--- src/rtl/score_display_if.sv ---
// Request/handshake and display bus between gameplay requesters and the
// shared score/combo display sequencer.
interface score_display_if #(
    parameter int unsigned SCORE_W = 14,
    parameter int unsigned COMBO_W = 7
);
    logic               score_valid;
    logic [SCORE_W-1:0] score_data;
    logic               score_ready;
    logic               combo_valid;
    logic [COMBO_W-1:0] combo_data;
    logic               combo_ready;
    logic [23:0]        hex_codes;
    logic               busy;

    modport slave (
        input  score_valid,
        input  score_data,
        input  combo_valid,
        input  combo_data,
        output score_ready,
        output combo_ready,
        output hex_codes,
        output busy
    );

    modport master (
        output score_valid,
        output score_data,
        output combo_valid,
        output combo_data,
        input  score_ready,
        input  combo_ready,
        input  hex_codes,
        input  busy
    );
endinterface

--- src/rtl/score_display_ctrl.sv ---
// Shares one serial binary-to-BCD converter between score and combo requests
// and holds leading-zero-blanked digit codes for the six HEX decoders.
module score_display_ctrl #(
    parameter int unsigned SCORE_W = 14,
    parameter int unsigned COMBO_W = 7
) (
    input  logic            clk,
    input  logic            resetn,
    score_display_if.slave  bus
);

    localparam int unsigned BIN_W   = 14;
    localparam int unsigned BCD_W   = 16;
    localparam int unsigned CNT_W   = 4;
    localparam int unsigned HEX_W   = 24;
    localparam int unsigned SCORE_MAX = 9999;
    localparam int unsigned COMBO_MAX = 99;

    localparam logic [1:0] S_IDLE   = 2'd0;
    localparam logic [1:0] S_CONV   = 2'd1;
    localparam logic [1:0] S_COMMIT = 2'd2;

    localparam logic [CNT_W-1:0] LAST_STEP = CNT_W'(BIN_W - 1);
    localparam logic [3:0]       BLANK     = 4'hE;
    localparam logic [HEX_W-1:0] HEX_RESET = 24'hE0EEE0;

    logic [1:0]       state_q,       state_d;
    logic             grant_score_q, grant_score_d;
    logic             last_score_q,  last_score_d;
    logic [BIN_W-1:0] bin_q,         bin_d;
    logic [BCD_W-1:0] bcd_q,         bcd_d;
    logic [CNT_W-1:0] cnt_q,         cnt_d;
    logic [HEX_W-1:0] disp_q,        disp_d;
    logic [HEX_W-1:0] hex_q,         hex_d;

    logic               idle_c;
    logic               grant_score_c;
    logic               grant_combo_c;
    logic [SCORE_W-1:0] score_clamp_c;
    logic [COMBO_W-1:0] combo_clamp_c;
    logic [BCD_W-1:0]   bcd_adj_c;
    logic [BCD_W+BIN_W-1:0] shift_c;
    logic [15:0]        score_field_c;
    logic [7:0]         combo_field_c;

    // Round-robin: on a tie the requester not granted last time wins.
    always_comb begin
        idle_c        = (state_q == S_IDLE);
        grant_score_c = bus.score_valid & (~bus.combo_valid | ~last_score_q);
        grant_combo_c = bus.combo_valid & ~grant_score_c;
    end

    assign bus.score_ready = idle_c & grant_score_c;
    assign bus.combo_ready = idle_c & grant_combo_c;
    assign bus.busy        = ~idle_c;
    assign bus.hex_codes   = hex_q;

    // Saturate requests to what the display fields can show.
    always_comb begin
        score_clamp_c = bus.score_data;
        combo_clamp_c = bus.combo_data;
        if (bus.score_data > SCORE_W'(SCORE_MAX)) begin
            score_clamp_c = SCORE_W'(SCORE_MAX);
        end
        if (bus.combo_data > COMBO_W'(COMBO_MAX)) begin
            combo_clamp_c = COMBO_W'(COMBO_MAX);
        end
    end

    // One double-dabble step: add 3 to nibbles >= 5, then shift {bcd,bin}.
    always_comb begin
        bcd_adj_c = bcd_q;
        for (int i = 0; i < BCD_W / 4; i++) begin
            if (bcd_q[4*i +: 4] >= 4'd5) begin
                bcd_adj_c[4*i +: 4] = bcd_q[4*i +: 4] + 4'd3;
            end
        end
        shift_c = {bcd_adj_c, bin_q} << 1;
    end

    // Leading-zero blanking; the units digit is always shown.
    always_comb begin
        score_field_c = bcd_q;
        combo_field_c = bcd_q[7:0];
        if (bcd_q[15:12] == 4'd0) begin
            score_field_c[15:12] = BLANK;
            if (bcd_q[11:8] == 4'd0) begin
                score_field_c[11:8] = BLANK;
                if (bcd_q[7:4] == 4'd0) begin
                    score_field_c[7:4] = BLANK;
                end
            end
        end
        if (bcd_q[7:4] == 4'd0) begin
            combo_field_c[7:4] = BLANK;
        end
    end

    // Next-state and datapath control.
    always_comb begin
        state_d       = state_q;
        grant_score_d = grant_score_q;
        last_score_d  = last_score_q;
        bin_d         = bin_q;
        bcd_d         = bcd_q;
        cnt_d         = cnt_q;
        disp_d        = disp_q;
        hex_d         = disp_q;

        case (state_q)
            S_IDLE: begin
                if (grant_score_c | grant_combo_c) begin
                    grant_score_d = grant_score_c;
                    last_score_d  = grant_score_c;
                    bin_d         = grant_score_c ? BIN_W'(score_clamp_c)
                                                  : BIN_W'(combo_clamp_c);
                    bcd_d         = '0;
                    cnt_d         = '0;
                    state_d       = S_CONV;
                end
            end
            S_CONV: begin
                bcd_d = shift_c[BCD_W+BIN_W-1:BIN_W];
                bin_d = shift_c[BIN_W-1:0];
                cnt_d = cnt_q + CNT_W'(1);
                if (cnt_q == LAST_STEP) begin
                    state_d = S_COMMIT;
                end
            end
            S_COMMIT: begin
                if (grant_score_q) begin
                    disp_d[15:0] = score_field_c;
                end else begin
                    disp_d[23:16] = combo_field_c;
                end
                state_d = S_IDLE;
            end
            default: begin
                state_d = S_IDLE;
            end
        endcase
    end

    // State and datapath registers; reset aborts any conversion in flight.
    always_ff @(posedge clk or negedge resetn) begin
        if (!resetn) begin
            state_q       <= S_IDLE;
            grant_score_q <= 1'b0;
            last_score_q  <= 1'b0;
            bin_q         <= '0;
            bcd_q         <= '0;
            cnt_q         <= '0;
            disp_q        <= HEX_RESET;
            hex_q         <= HEX_RESET;
        end else begin
            state_q       <= state_d;
            grant_score_q <= grant_score_d;
            last_score_q  <= last_score_d;
            bin_q         <= bin_d;
            bcd_q         <= bcd_d;
            cnt_q         <= cnt_d;
            disp_q        <= disp_d;
            hex_q         <= hex_d;
        end
    end

endmodule
--- src/flat_wrapper.sv ---
// flat-port wrapper written by rule: the top's interface ports become plain ports
module score_display_ctrl_flat 
#(
    parameter int unsigned SCORE_W = 14,
    parameter int unsigned COMBO_W = 7
)
  (clk, resetn, bus_score_valid, bus_score_data, bus_combo_valid, bus_combo_data, bus_score_ready, bus_combo_ready, bus_hex_codes, bus_busy);
  score_display_if #(.SCORE_W(SCORE_W), .COMBO_W(COMBO_W)) bus_i ();
  input  logic clk;
  input  logic resetn;
  input wire logic [$bits(bus_i.score_valid)-1:0] bus_score_valid;
  input wire logic [$bits(bus_i.score_data)-1:0] bus_score_data;
  input wire logic [$bits(bus_i.combo_valid)-1:0] bus_combo_valid;
  input wire logic [$bits(bus_i.combo_data)-1:0] bus_combo_data;
  output wire logic [$bits(bus_i.score_ready)-1:0] bus_score_ready;
  output wire logic [$bits(bus_i.combo_ready)-1:0] bus_combo_ready;
  output wire logic [$bits(bus_i.hex_codes)-1:0] bus_hex_codes;
  output wire logic [$bits(bus_i.busy)-1:0] bus_busy;
  assign bus_i.score_valid = bus_score_valid;
  assign bus_i.score_data = bus_score_data;
  assign bus_i.combo_valid = bus_combo_valid;
  assign bus_i.combo_data = bus_combo_data;
  assign bus_score_ready = bus_i.score_ready;
  assign bus_combo_ready = bus_i.combo_ready;
  assign bus_hex_codes = bus_i.hex_codes;
  assign bus_busy = bus_i.busy;
  score_display_ctrl #(.SCORE_W(SCORE_W), .COMBO_W(COMBO_W)) u_core (.clk(clk), .resetn(resetn), .bus(bus_i));
endmodule
--- config.mk ---
export PLATFORM = sky130hd
export DESIGN_NAME = score_display_ctrl_flat
export DESIGN_NICKNAME = d
export VERILOG_FILES = /design/src/rtl/score_display_if.sv /design/src/rtl/score_display_ctrl.sv /design/src/flat_wrapper.sv
export SDC_FILE = /design/constraint.sdc
export NUM_CORES = 1
export LEC_CHECK = 0
export CELL_PAD_IN_SITES_DETAIL_PLACEMENT = 2
export CELL_PAD_IN_SITES_GLOBAL_PLACEMENT = 2
export CORE_ASPECT_RATIO = 0.6
export CORE_MARGIN = 2
export CORE_UTILIZATION = 35
export DETAILED_ROUTE_END_ITERATION = 7
export PLACE_DENSITY_LB_ADDON = 0.08
export SYNTH_ARGS = -nofsm -noshare
export SYNTH_HDL_FRONTEND = slang
export SYNTH_SLANG_ARGS = --single-unit
--- constraint.sdc ---
create_clock -name clk -period 1.9 [get_ports clk]
set_input_delay 0.38 -clock clk [delete_from_list [all_inputs] [get_ports clk]]
set_output_delay 0.38 -clock clk [all_outputs]
set_load 0.01 [all_outputs]
==> run_results.csv <==
group,metric,value,unit
global_routing,grt_first_pass_wirelength,17.0,mm
power_and_ir_drop,vdd_drop_max,0.000618,V
critical_path,r2r_slack,0.16,ns
sta,setup_violations,0,
critical_path,crit_chain,"a21bo_2 > and3_1 > dlygate4sd2_1",
synth,ys_warn_count,0,
placement,place_inst,526,
clock_tree,cts_htree_levels,3,
clock_tree,cts.clk_slew.worst_paths,0.06,ns
detailed_routing,routed.top_layer,"met4",
detailed_routing,met2_length,4.64,mm
synth,post-synth-top-count-cell,"dfrtp_1",
placement,placed_area,4460,µm²
power_and_ir_drop,leakage,0.00218,µW
global_routing,gr-total-overflow,0,
placement,place_hpwl,7.24,mm
finish,antenna_cells,0,
synth,ys_seq_elements,85,
global_routing,antenna_found_initial,0,
detailed_routing,num_vias,2779,
hold_path,worst_hold_path_type,"input pin to async pin",
finish,drive_above_1_share,20.1,%
die,die_h,82.4,µm
synth,synth_seq_area_share,60.2,%
synth,synth_edf_count,0,
die,initial_core_util,36.2,%
detailed_routing,wl_met3,416,µm
clock_tree,cts_buffers,9,
finish,layout.nets,437,
die,die_w,135,µm
synth,synth_top_area_share,42.6,%
critical_path,r2r_end,"u_core.bcd_q[6]",
flow_run,maxCapViolations,0,
clock_tree,clock_latency,0.34,ns
synth,synth_cell_type_count,46,
power_and_ir_drop,pwr_density_cell,1650,nW/µm²
critical_path,reg2reg_depth,6,
synth,yosys.area.top_type,"dfrtp_1",
critical_path,worst_ep_arrival_time,1.46,ns
detailed_routing,routed_wl,10.1,mm
sta,worst_pin_slew,0.547,ns
synth,synth.avg_cell_area,11.1,µm²
detailed_routing,drt-met1-wl,4.99,mm
global_routing,track_usage,20.5,%
critical_path,r2r-start,"u_core.bcd_q[4]",
die,die_area,11100,µm²
synth,syn_nets,359,
placement,gp_congestion,0.750,
global_routing,grt_pass1_vias,3047,
critical_path,cp-end-kind,"output port",
detailed_routing,drt-initial-drc-count,155,
sta,period_share,96.9,%
detailed_routing,ant_nets,0,
sta,grt_setup_unrepaired,"false",
die,fp-row-count,28,
critical_path,slowest_delay,0.45,ns
sta,slew_headroom,63.5,%
critical_path,crit_start,"u_core.grant_score_q",
critical_path,critPathLaunchType,"register",
sta,min_period,1.84,ns
synth,syn_area,3590,µm²
global_routing,grt_max_degree,41,
detailed_routing,dr.pass1.iters,4,
synth,async_flop_share,100,%
finish,syn_to_final_growth,34.7,%
synth,syn_inst,324,
clock_tree,cts_tree,"done",
run_status,status,"finished clean",
sta,max_freq,543,MHz
finish,stdcell_count,542,
clock_tree,clk_path_buf_depth,2,
clock_tree,cts_sinks,85,
synth,synth_area_leaders,"dfrtp_1 (43%), dfstp_2 (18%), nand2_1 (4.6%), o21ai_0 (3.9%), ha_1 (3.5%)",
detailed_routing,routed_via_density,5.13,
die,core_area,9910,µm²
synth,yosys-top-cells-count,"dfrtp_1 (61), nand2_1 (44), o21ai_0 (28)",
sta,finalHoldViolCount,0,
clock_tree,cts_root_buffer,"clkbuf_16",
critical_path,crit_slowest_cell,"dfrtp_2",
sta,slew_viol_final,0,
detailed_routing,drc,0,
critical_path,worst-setup-path-type,"register to output port",
sta,whs,0.0229,ns
critical_path,critPathMaxFanout,3,
sta,finClkSkew,0.00365,ns
clock_tree,cts_hold_buffers,0,
finish,final_area,4830,µm²
placement,io_buffer_count,51,
critical_path,cp.required,1.52,ns
synth,ys.flop_type,"dfrtp_1",
die,ioPinCount,52,
detailed_routing,wire_per_inst,18.7,µm
-- final cells by class --
| cell class | count | area, µm² |
|---|---|---|
| multi-input cells | 209 | 1330 |
| clock inverters | 4 | 95.1 |
| clock buffers | 12 | 246 |
| fillers | 1007 | 5080 |
| repair buffers | 79 | 763 |
| well taps | 135 | 169 |
| inverters | 18 | 67.6 |
| flip-flops and latches | 85 | 2160 |
-- per-stage QoR --
stage / setup TNS [ns] / utilization [%] / setup slack [ns] / total power (µW)
after detailed placement: -4.37 / 45.0 / -0.383 / 5930
after global placement: -2.06 / 45.0 / -0.327 / 5710
after floorplan: 0 / - / 0.233 / 4580
after CTS: 0 / 48.6 / 0.0227 / 8040
after global routing: 0 / 48.7 / 0.00656 / 8520
final: 0 / 48.7 / 0.0592 / 7960
-- routing by layer --
layer | track usage (%) | up-vias
li1 | - | 1294
met1 | 28.5 | 1431
met2 | 33.1 | 45
met3 | 5.01 | 9
met4 | 4.42 | 0
met5 | 0 | -
-- cells by family (layout without fill, tap and decap cells) --
family,Yosys count,count (layout),synth area share [%]
adders and majority gates,10,10,3.49
and+or+nand+nor,101,101,13.5
xor gates and xnor gates,7,7,1.71
AOI/OAI and AO/OA,82,82,14.9
muxes,9,9,2.69
buffers and inverters,30,113,3.56
DFF,85,85,60.2
-- how the worst max path moves through the flow --
| stage | to | slack, ns | cells after the start |
|---|---|---|---|
| floorplan | u_core.disp_q[4] | 0.23 | 6 |
| global placement | bus_score_ready | -0.33 | 5 |
| detailed placement | bus_score_ready | -0.38 | 5 |
| CTS | bus_combo_ready | 0.02 | 3 |
| global route | bus_combo_ready | 0.007 | 3 |
| finish | bus_combo_ready | 0.06 | 3 |
-- registers in the layout, indices dropped and copies added, names as in the netlist --
| register | flops |
|---|---|
| u_core.bcd_q | 16 |
| u_core.bin_q | 14 |
| u_core.bus.hex_codes | 24 |
| u_core.cnt_q | 4 |
| u_core.disp_q | 24 |
| u_core.grant_score_q | 1 |
| u_core.state_q | 2 |
-- where the power goes --
group | internal, µW | switching [µW]
clock | 1320 | 688
combinational | 1380 | 1450
sequential | 2580 | 545
-- critical path, delay by kind of cell (launching register included) --
kind            cells  cell delay [ns]
simple gates        1             0.17
flops               1             0.45
buf+inv             1             0.28
compound gates      1             0.23
-- placed cells by master (no fill, tap or decap), types with 2 or more instances in the layout --
master	count
a21oi_1	18
a221o_1	6
a22o_1	6
a22oi_1	3
a31oi_1	2
and3_1	4
buf_12	4
buf_4	25
bufinv_16	3
clkbuf_1	2
clkbuf_16	9
clkdlybuf4s50_1	45
dfrtp_1	60
dfstp_2	24
dlygate4sd2_1	4
ha_1	10
inv_1	18
mux2_2	5
mux2i_1	4
nand2_1	43
nand2b_1	6
nand3_1	6
nand4_1	4
nor2_1	14
nor3_1	8
nor3b_1	4
o211ai_1	2
o21ai_0	28
o221ai_1	2
o22a_1	2
o31ai_1	5
xnor2_1	6
-- what timing repair did --
item | in CTS | in global routing
gates cloned | 0 | 0
gates resized for setup | 10 | 5
pin swaps | 0 | 0
setup buffers | 0 | 0
setup endpoints to repair | 3 | 10
(Power assumes the default switching activity.)
